### config.mk
export PLATFORM = sky130hd
export DESIGN_NAME = mem_port_arbiter
export DESIGN_NICKNAME = d
export VERILOG_FILES = /design/src/rtl/mem_pkg.sv /design/src/rtl/mem_timeout_ctr.sv /design/src/rtl/mem_port_arbiter.sv
export SDC_FILE = /design/constraint.sdc
export NUM_CORES = 1
export LEC_CHECK = 0
export BUFFER_PORTS_ARGS = -buffer_cell sky130_fd_sc_hd__buf_2
export CAP_MARGIN = 20
export CORE_MARGIN = 5
export CORE_UTILIZATION = 53
export CTS_BUF_LIST = sky130_fd_sc_hd__clkbuf_4
export CTS_CLUSTER_SIZE = 40
export DETAILED_ROUTE_END_ITERATION = 8
export PLACE_DENSITY = 0.95
export SETUP_SLACK_MARGIN = 0.2
export SKIP_LAST_GASP = 1
export SYNTH_ARGS = -nofsm -noshare
export SYNTH_HDL_FRONTEND = slang
export SYNTH_HIERARCHICAL = 1
export SYNTH_SLANG_ARGS = --single-unit
### constraint.sdc
create_clock -name clk -period 3.1 [get_ports clk]
set_input_delay 0.31 -clock clk [delete_from_list [all_inputs] [get_ports clk]]
set_output_delay 0.31 -clock clk [all_outputs]
set_load 0.02 [all_outputs]
### src/rtl/mem_pkg.sv
// mem_pkg: state encoding for the memory port arbiter and the shared ResultSrc load code
package mem_pkg;
  typedef enum logic [1:0] {
    IDLE       = 2'd0,
    DATA_BUSY  = 2'd1,
    FETCH_BUSY = 2'd2,
    RESP       = 2'd3
  } mem_state_t;
  localparam logic [1:0] RESULT_SRC_LOAD = 2'b01;
endpackage

### src/rtl/mem_timeout_ctr.sv
// mem_timeout_ctr: wait-state counter that flags expiry at TIMEOUT-1
module mem_timeout_ctr #(
  parameter int TIMEOUT = 16,
  parameter int CW = 5
) (
  input  logic clk,
  input  logic rst_n,
  input  logic clr,
  input  logic en,
  output logic expired
);
  logic [CW-1:0] cnt;
  // count wait cycles of the current transaction, restart whenever the port is not busy
  always_ff @(posedge clk or negedge rst_n)
    if (!rst_n) cnt <= '0;
    else if (clr) cnt <= '0;
    else if (en) cnt <= cnt + CW'(1);
  assign expired = cnt == CW'(TIMEOUT - 1);
endmodule

### src/rtl/mem_port_arbiter.sv
// mem_port_arbiter: shares one memory port between IF fetch and MEM load/store, data first
module mem_port_arbiter
  import mem_pkg::*;
#(
  parameter int AW = 32,
  parameter int TIMEOUT = 16,
  parameter int CW = 5
) (
  input  logic          clk,
  input  logic          rst_n,
  input  logic          if_req,
  input  logic [AW-1:0] if_addr,
  input  logic          if_kill,
  output logic [31:0]   if_rdata,
  output logic          if_done,
  input  logic          dm_read,
  input  logic          dm_write,
  input  logic [AW-1:0] dm_addr,
  input  logic [31:0]   dm_wdata,
  input  logic [3:0]    dm_be,
  output logic [31:0]   dm_rdata,
  output logic          dm_done,
  output logic          stall_if,
  output logic          stall_dm,
  output logic          mem_req,
  output logic          mem_we,
  output logic [AW-1:0] mem_addr,
  output logic [31:0]   mem_wdata,
  output logic [3:0]    mem_be,
  input  logic [31:0]   mem_rdata,
  input  logic          mem_ready,
  output logic          bus_err
);
  mem_state_t state, state_nx;
  logic dm_any, busy, fin, expired, grant, kill_q, kill_eff, fetch_ok;

  assign dm_any   = dm_read | dm_write;
  assign busy     = state == DATA_BUSY || state == FETCH_BUSY;
  assign fin      = busy & (mem_ready | expired);
  assign grant    = state == IDLE && (dm_any || if_req);
  assign kill_eff = kill_q | if_kill;
  assign fetch_ok = fin && state == FETCH_BUSY && !kill_eff;
  assign stall_dm = dm_any & ~dm_done;
  assign stall_if = if_req & ~if_done & ~if_kill;

  mem_timeout_ctr #(.TIMEOUT(TIMEOUT), .CW(CW)) u_tmo (
    .clk(clk), .rst_n(rst_n), .clr(!busy), .en(busy && !mem_ready), .expired(expired)
  );

  // state register
  always_ff @(posedge clk or negedge rst_n)
    if (!rst_n) state <= IDLE;
    else state <= state_nx;

  // arbitration in IDLE (data wins), one RESP cycle after every completion or abort
  always_comb begin
    state_nx = state;
    if (state == IDLE) state_nx = dm_any ? DATA_BUSY : (if_req ? FETCH_BUSY : IDLE);
    else if (state == RESP) state_nx = IDLE;
    else if (fin) state_nx = RESP;
  end

  // kill flag: a redirected fetch still completes on the bus but is never delivered
  always_ff @(posedge clk or negedge rst_n)
    if (!rst_n) kill_q <= 1'b0;
    else if (state == RESP) kill_q <= 1'b0;
    else if (if_kill && (state == FETCH_BUSY || (grant && !dm_any))) kill_q <= 1'b1;

  // registered memory request, capture of returned data and completion pulses
  always_ff @(posedge clk or negedge rst_n)
    if (!rst_n) begin
      mem_req   <= 1'b0;
      mem_we    <= 1'b0;
      mem_addr  <= '0;
      mem_wdata <= '0;
      mem_be    <= '0;
      dm_rdata  <= '0;
      if_rdata  <= '0;
      dm_done   <= 1'b0;
      if_done   <= 1'b0;
      bus_err   <= 1'b0;
    end else begin
      dm_done <= fin && state == DATA_BUSY;
      if_done <= fetch_ok;
      bus_err <= fin && !mem_ready;
      if (grant) begin
        mem_req   <= 1'b1;
        mem_we    <= dm_write;
        mem_addr  <= dm_any ? dm_addr : if_addr;
        mem_wdata <= dm_any ? dm_wdata : '0;
        mem_be    <= dm_write ? dm_be : 4'hF;
      end else if (fin) mem_req <= 1'b0;
      if (fin && state == DATA_BUSY) dm_rdata <= mem_ready ? mem_rdata : '0;
      if (fetch_ok) if_rdata <= mem_ready ? mem_rdata : '0;
    end
endmodule

# After elaboration in Yosys (flattened, before gate mapping)
# Index checks and enable logic that the tools add are counted.
[op_classes]
n_addsub = 1
n_eq_ne = 5
n_mux = 15
bitwise_logic = 10
n_reduce_logical = 18
[op_table]
columns = ["op", "n"]
rows = [
  ["$mux W32", 3],
  ["$mux W2", 5],
  ["$mux W5", 2],
  ["$logic_and A1 B1 Y1", 8],
  ["$add A5 B1 Y5 const B", 1],
  ["$eq A5 B4 Y1 const B", 1],
  ["$and A1 B1 Y1", 4],
  ["$eq A2 B2 Y1 const B", 2],
  ["$mux W1", 4],
  ["$mux W4", 1],
  ["$reduce_bool A2 Y1", 2],
  ["$logic_not A1 Y1", 3],
  ["$logic_or A1 B1 Y1", 3],
  ["$not A1 Y1", 3],
  ["$or A1 B1 Y1", 3],
  ["$reduce_bool A3 Y1", 1],
  ["$eq A2 B1 Y1 const B", 1],
  ["$logic_not A2 Y1", 1],
  ["$ne A2 B1 Y1 const B", 1],
]
[totals]
regBits = 145
input_bits = 139
wordCells = 62

# Logic depth before layout (Yosys ltp)
[depth]
ltp_word = 8
ltp_mapped = 7
ltp_nobuf = 6

# Cells and area by module
# Netlist, hierarchy kept.
[modules_own_cells]
columns = ["mod", "n_inst", "cells_each", "area_each_um2"]
rows = [
  ["mem_port_arbiter", 1, 515, 6159.7],
  ["mem_timeout_ctr", 1, 23, 270.3],
]

# Worst setup path after synthesis
# OpenSTA, ideal clock, no wires.
[synth_timing]
path_type = "flip-flop to flip-flop"
startpoint = "register u_tmo.cnt[0]"
endpoint = "register dm_rdata[26]"
arrival_time_ps = 1844
t_required_ps = 2972
path_slack_ps = 1128
stages_incl_launch_ff = 7
path_buffers = 1
cell_sequence = "dfrtp_1 > ha_1 > and3_1 > ha_1 > o211ai_4 > buf_6 > mux2_1"
[synth_between]
elab_chain_len = 4
[synth_lines]
columns = ["element", "line", "source"]
rows = [
  ["start, declared", "mem_timeout_ctr.sv:12", "logic [CW-1:0] cnt;"],
  ["start signal, assigned", "mem_timeout_ctr.sv:17", "else if (en) cnt <= cnt + CW'(1);"],
  ["$eq A5 B4 Y1", "mem_timeout_ctr.sv:18", "assign expired = cnt == CW'(TIMEOUT - 1);"],
  ["via expired", "mem_port_arbiter.sv:35", "logic dm_any, busy, fin, expired, grant, kill_q, kill_eff, fetch_ok;"],
  ["$or A1 B1 Y1", "mem_port_arbiter.sv:39", "assign fin = busy & (mem_ready | expired);"],
  ["$and A1 B1 Y1", "mem_port_arbiter.sv:39", ""],
  ["$logic_and A1 B1 Y1", "mem_port_arbiter.sv:93", "if (fin && state == DATA_BUSY) dm_rdata <= mem_ready ? mem_rdata : '0;"],
  ["end signal, assigned", "mem_port_arbiter.sv:93", ""],
  ["end, declared", "mem_port_arbiter.sv:21", "output logic [31:0] dm_rdata,"],
]
# The timed path passes the listed nets, and every way through them passes these cells.
# A chain may end at the register's enable or synchronous reset.

# Worst setup path in the final report
[layout_timing]
startpoint = "register u_tmo.cnt[0]"
endpoint = "register if_rdata[2]"
[layout_between]
elab_chain_len = 5
[layout_lines]
columns = ["element", "line", "source"]
rows = [
  ["$eq A5 B4 Y1", "mem_timeout_ctr.sv:18", ""],
  ["via expired", "mem_port_arbiter.sv:35", ""],
  ["$or A1 B1 Y1", "mem_port_arbiter.sv:39", ""],
  ["$and A1 B1 Y1", "mem_port_arbiter.sv:39", ""],
  ["$logic_and A1 B1 Y1 (2 in series)", "mem_port_arbiter.sv:42", "assign fetch_ok = fin && state == FETCH_BUSY && !kill_eff;"],
  ["end signal, assigned", "mem_port_arbiter.sv:94", "if (fetch_ok) if_rdata <= mem_ready ? mem_rdata : '0;"],
  ["end, declared", "mem_port_arbiter.sv:14", "output logic [31:0] if_rdata,"],
]
# The timed path passes the listed nets, and every way through them passes these cells.

==> metrics.md <==
| Metric | Value |
|---|---|
| Status | `finished, final reports clean` |
| Clk buf depth | `2` |
| Worst Setup Path Type | `register to register` |
| Unrepaired setup endpoints after global routing | `false` |
| Die area | `14,430 um2` |
| Fraction of synthesized area in multiplexers | `18.43%` |
| Die Y-Extent | `120.1 um` |
| Switching Fraction | `42.43%` |
| MaxCap Viol Count | `0` |
| Main combinational cell family by area after synthesis | `multiplexers` |
| Total negative setup slack | `0 ns` |
| Comb pwr share | `45.3%` |
| Routed len/inst | `17.57 um` |
| Synth Area in Adders | `1.168%` |
| Initial antenna violation count | `2` |
| Cell mode on critical path | `ha_1` |
| Seq pwr share | `38.7%` |
| Power Density | `935.6 nW/um2` |
| Number of synthesized register bits | `145` |
| Netlist cell types | `38` |
| 1st-iter DRT viols | `446` |
| Compound-gate portion of the synthesized area | `7.375%` |
| Die width | `120.1 um` |
| Register area share after synthesis | `56.43%` |
| Crit. End Element | `register` |
| Cells along the critical path | `ha_1 -> and3_1 -> ha_1 -> o21a_4 -> nand3_4 -> mux2_4` |
| Xor/xnor share of the synthesized area | `0.1362%` |
| Clock root cell | `clkbuf_4` |
| Fmax | `0.4239 GHz` |
| Top cell type's share of synthesized area | `56.43%` |
| Buffers & Inverters on Critical Path | `0` |
| Worst hold slack | `0.03507 ns` |
| Worst slack, placed | `0.7685 ns` |
| Cell Rows | `40` |
| Mean post-synth cell area | `11.95 um2` |
| Share of layout cells above drive strength 1 | `44.03%` |
| Via density | `5.103` |
| Critical Path Stages | `6` |
| CORE AREA | `11,960 um2` |
| Warning count from the yosys run | `6` |
| Clock power frac | `16.0%` |
| CTS tree | `built` |
| CP delay by family, top | `simple AND/OR/NAND/NOR gates` |
| Reg2reg path depth | `6` |
| Worst-margin pin slew | `1.033 ns` |
| Crit. Startpoint | `u_tmo/cnt[0]` |
| Post-DP HPWL | `12.26 mm` |
| Total GRT Usage | `24.20%` |
| Clk Latency, worst-skew pair | `0.55 ns` |
| Clock edge transition at the registers on the reported setup and hold paths | `0.14 ns` |
| R2R Path Start | `u_tmo/cnt[0]` |
| Setup ws final | `0.7408 ns` |
| Final min period | `2.359 ns` |
| Clk sinks | `145` |
| VDD IR max | `505.6 uV` |
| Final Hold Fails | `0` |
| Final std cells w/o fill | `1,003` |
| Worst path slowest cell | `nand3_4` |
| Post-Syn Instances | `538` |
| Port buffer count | `277` |
| Synth area leader | `dfrtp_1` |
| Htree depth | `4` |
| First-pass GRT wire length | `27.02 mm` |
| CTS buffer count | `17` |
| Final ANT Viol Nets | `0` |
| Via count | `5,118` |
| Gpl congestion | `0.8695` |
| Fill count | `801` |
| Pwr Total | `0.007920 W` |
| Largest net degree at the start of global routing | `75` |
| Crit path max fanout | `33` |
| Fin crit share | `76.10%` |
| Detailed-router iteration count before antenna repair | `4` |
| Psw | `0.003360 W` |
| Startpoint types | `register` |
| P_leak | `4.668 nW` |
| Area Growth Syn to Fin | `31.66%` |
| Largest stage delay, worst path | `0.50 ns` |
| GRT Residual Overflow | `0` |
| Worst EP arrival | `2.76 ns` |
| Capture point of the worst path | `if_rdata[2]` |
| Placed Instances | `934` |
| Initial Utilization | `53.76%` |
| Net Count, Synth | `683` |
| Final clock skew | `0.03366 ns` |
| Max Slew Vio Count | `0` |
| Worst hold start | `if_addr[18]` |
| DR DRC count | `0` |
| Hold Crit Class | `input port to register` |
| Mapped cell area | `6430 um2` |
| Reg2reg setup slack | `0.74 ns` |
| Simple-gate portion of the synthesized area | `11.64%` |
| Internal Power | `0.004560 W` |
| Setup violators final | `0` |
| Nets | `987` |
| Vias in the first global route | `5,325` |
| RR Endpoint | `if_rdata[2]` |
| Rel. slew slack | `31.15%` |
| Top cells by area, synth | `dfrtp_1 56%, mux2_4 11%, nand2_1 6.5%` |
| Total wire length | `17.62 mm` |
| Worst endpoint required time | `3.50 ns` |
| # IOs | `278` |
## Yosys cell counts
cell type	n
clkbuf_2	1
and2b_1	1
o22ai_1	1
mux2_2	10
and3_1	1
clkbuf_1	8
buf_2	5
nor2b_1	4
ha_1	6
a21bo_2	1
nand3b_1	1
a31oi_1	1
inv_1	12
xnor2_1	1
mux2_4	46
a21oi_1	1
buf_4	7
nor3b_1	1
nor2_1	8
nor2_8	1
o21ai_0	68
buf_6	10
o21a_4	1
dfrtp_1	145
o31ai_2	1
a211oi_1	1
o21ai_1	7
o31ai_1	1
nand2_1	112
nand3_4	1
and2_1	29
o211ai_4	1
nand4_2	1
mux2_1	1
buf_12	2
o21a_1	1
mux2i_1	37
nand2b_1	2
## stage by stage
step	area [um2]	utilization [%]
2_1_floorplan	6430	-
3_3_place_gp	7801	65.22
3_5_place_dp	7801	65.22
4_1_cts	8461	70.73
5_1_grt	8466	70.77
6_report	8466	70.77
## layout make-up
type                       instances  area (um2)  area share (%)
clock inverter                    12       156.4           1.847
timing repair buffer             318        1803           21.30
multi-input combinational        348        2501           29.54
clock buffer                      19       142.6           1.685
inverter                          12       45.04          0.5321
sequential                       145        3628           42.86
tap                              147       183.9           2.173
antenna                            2       5.005         0.05912
## power groups by stage
stage | Sequential, W | Combinational, W | Clock (W)
global route | 0.00316 | 0.00386 | 0.00137
CTS | 0.00306 | 0.00359 | 0.00128
finish | 0.00307 | 0.00359 | 0.00126
global placement | 0.00304 | 0.00341 | 0
detailed placement | 0.00308 | 0.00355 | 0
floorplan | 0.00394 | 0.00153 | 0
## metal layers
layer / global-route usage (%) / share of wire [%]
met4: 11.31 / 3.3
met3: 6.692 / 6.4
met5: 0 / 0
met1: 26.47 / 36
met2: 43.34 / 54
## worst min path at each step
stage	cells past startpoint	to
final	3	mem_addr[18]
after floorplan	0	bus_err
after CTS	3	dm_rdata[28]
after global routing	3	mem_addr[17]
after detailed placement	1	dm_rdata[19]
after global placement	1	dm_rdata[21]
## repair_timing
action                    in CTS  in global routing
resized for setup              0                  0
hold buffers                  36                  0
hold endpoints to repair     108                  0
buffers inserted               0                  0
## placed cells by master, fill, tap and decap left out, types with 2 or more instances in the layout
| master | instances |
|---|---|
| buf_2 | 276 |
| dfrtp_1 | 145 |
| nand2_1 | 112 |
| o21ai_0 | 68 |
| mux2_4 | 46 |
| mux2i_1 | 37 |
| dlygate4sd3_1 | 36 |
| and2_1 | 29 |
| clkbuf_4 | 19 |
| inv_1 | 12 |
| mux2_2 | 10 |
| nor2_1 | 8 |
| o21ai_1 | 7 |
| ha_1 | 6 |
| nor2b_1 | 4 |
| buf_4 | 4 |
| inv_6 | 3 |
| clkinv_4 | 3 |
| bufinv_16 | 3 |
| diode_2 | 2 |
| nand2b_1 | 2 |
| clkinv_2 | 2 |
## worst reg2reg max path, stage by stage, from the launching register on
cell and delay [ns]:
dfrtp_1 0.42, ha_1 0.22, and3_1 0.17, ha_1 0.24, o21a_4 0.18, nand3_4 0.50, mux2_4 0.52
## kinds of logic after synthesis
kind of cell | after synthesis
AOI/OAI and AO/OA | 85
xor gates and xnor gates | 1
adders and majority gates | 6
buffers and inverters | 45
DFF | 145
muxes | 94
and+or+nand+nor | 162
## state kept, by name, summed over array words and instances (netlist names)
name       count
bus_err        1
dm_done        1
dm_rdata      32
if_done        1
if_rdata      32
kill_q         1
mem_addr      32
mem_be         4
mem_req        1
mem_wdata     32
mem_we         1
state          2
u_tmo/cnt      5
No activity file was read; power rests on OpenSTA's default activity.
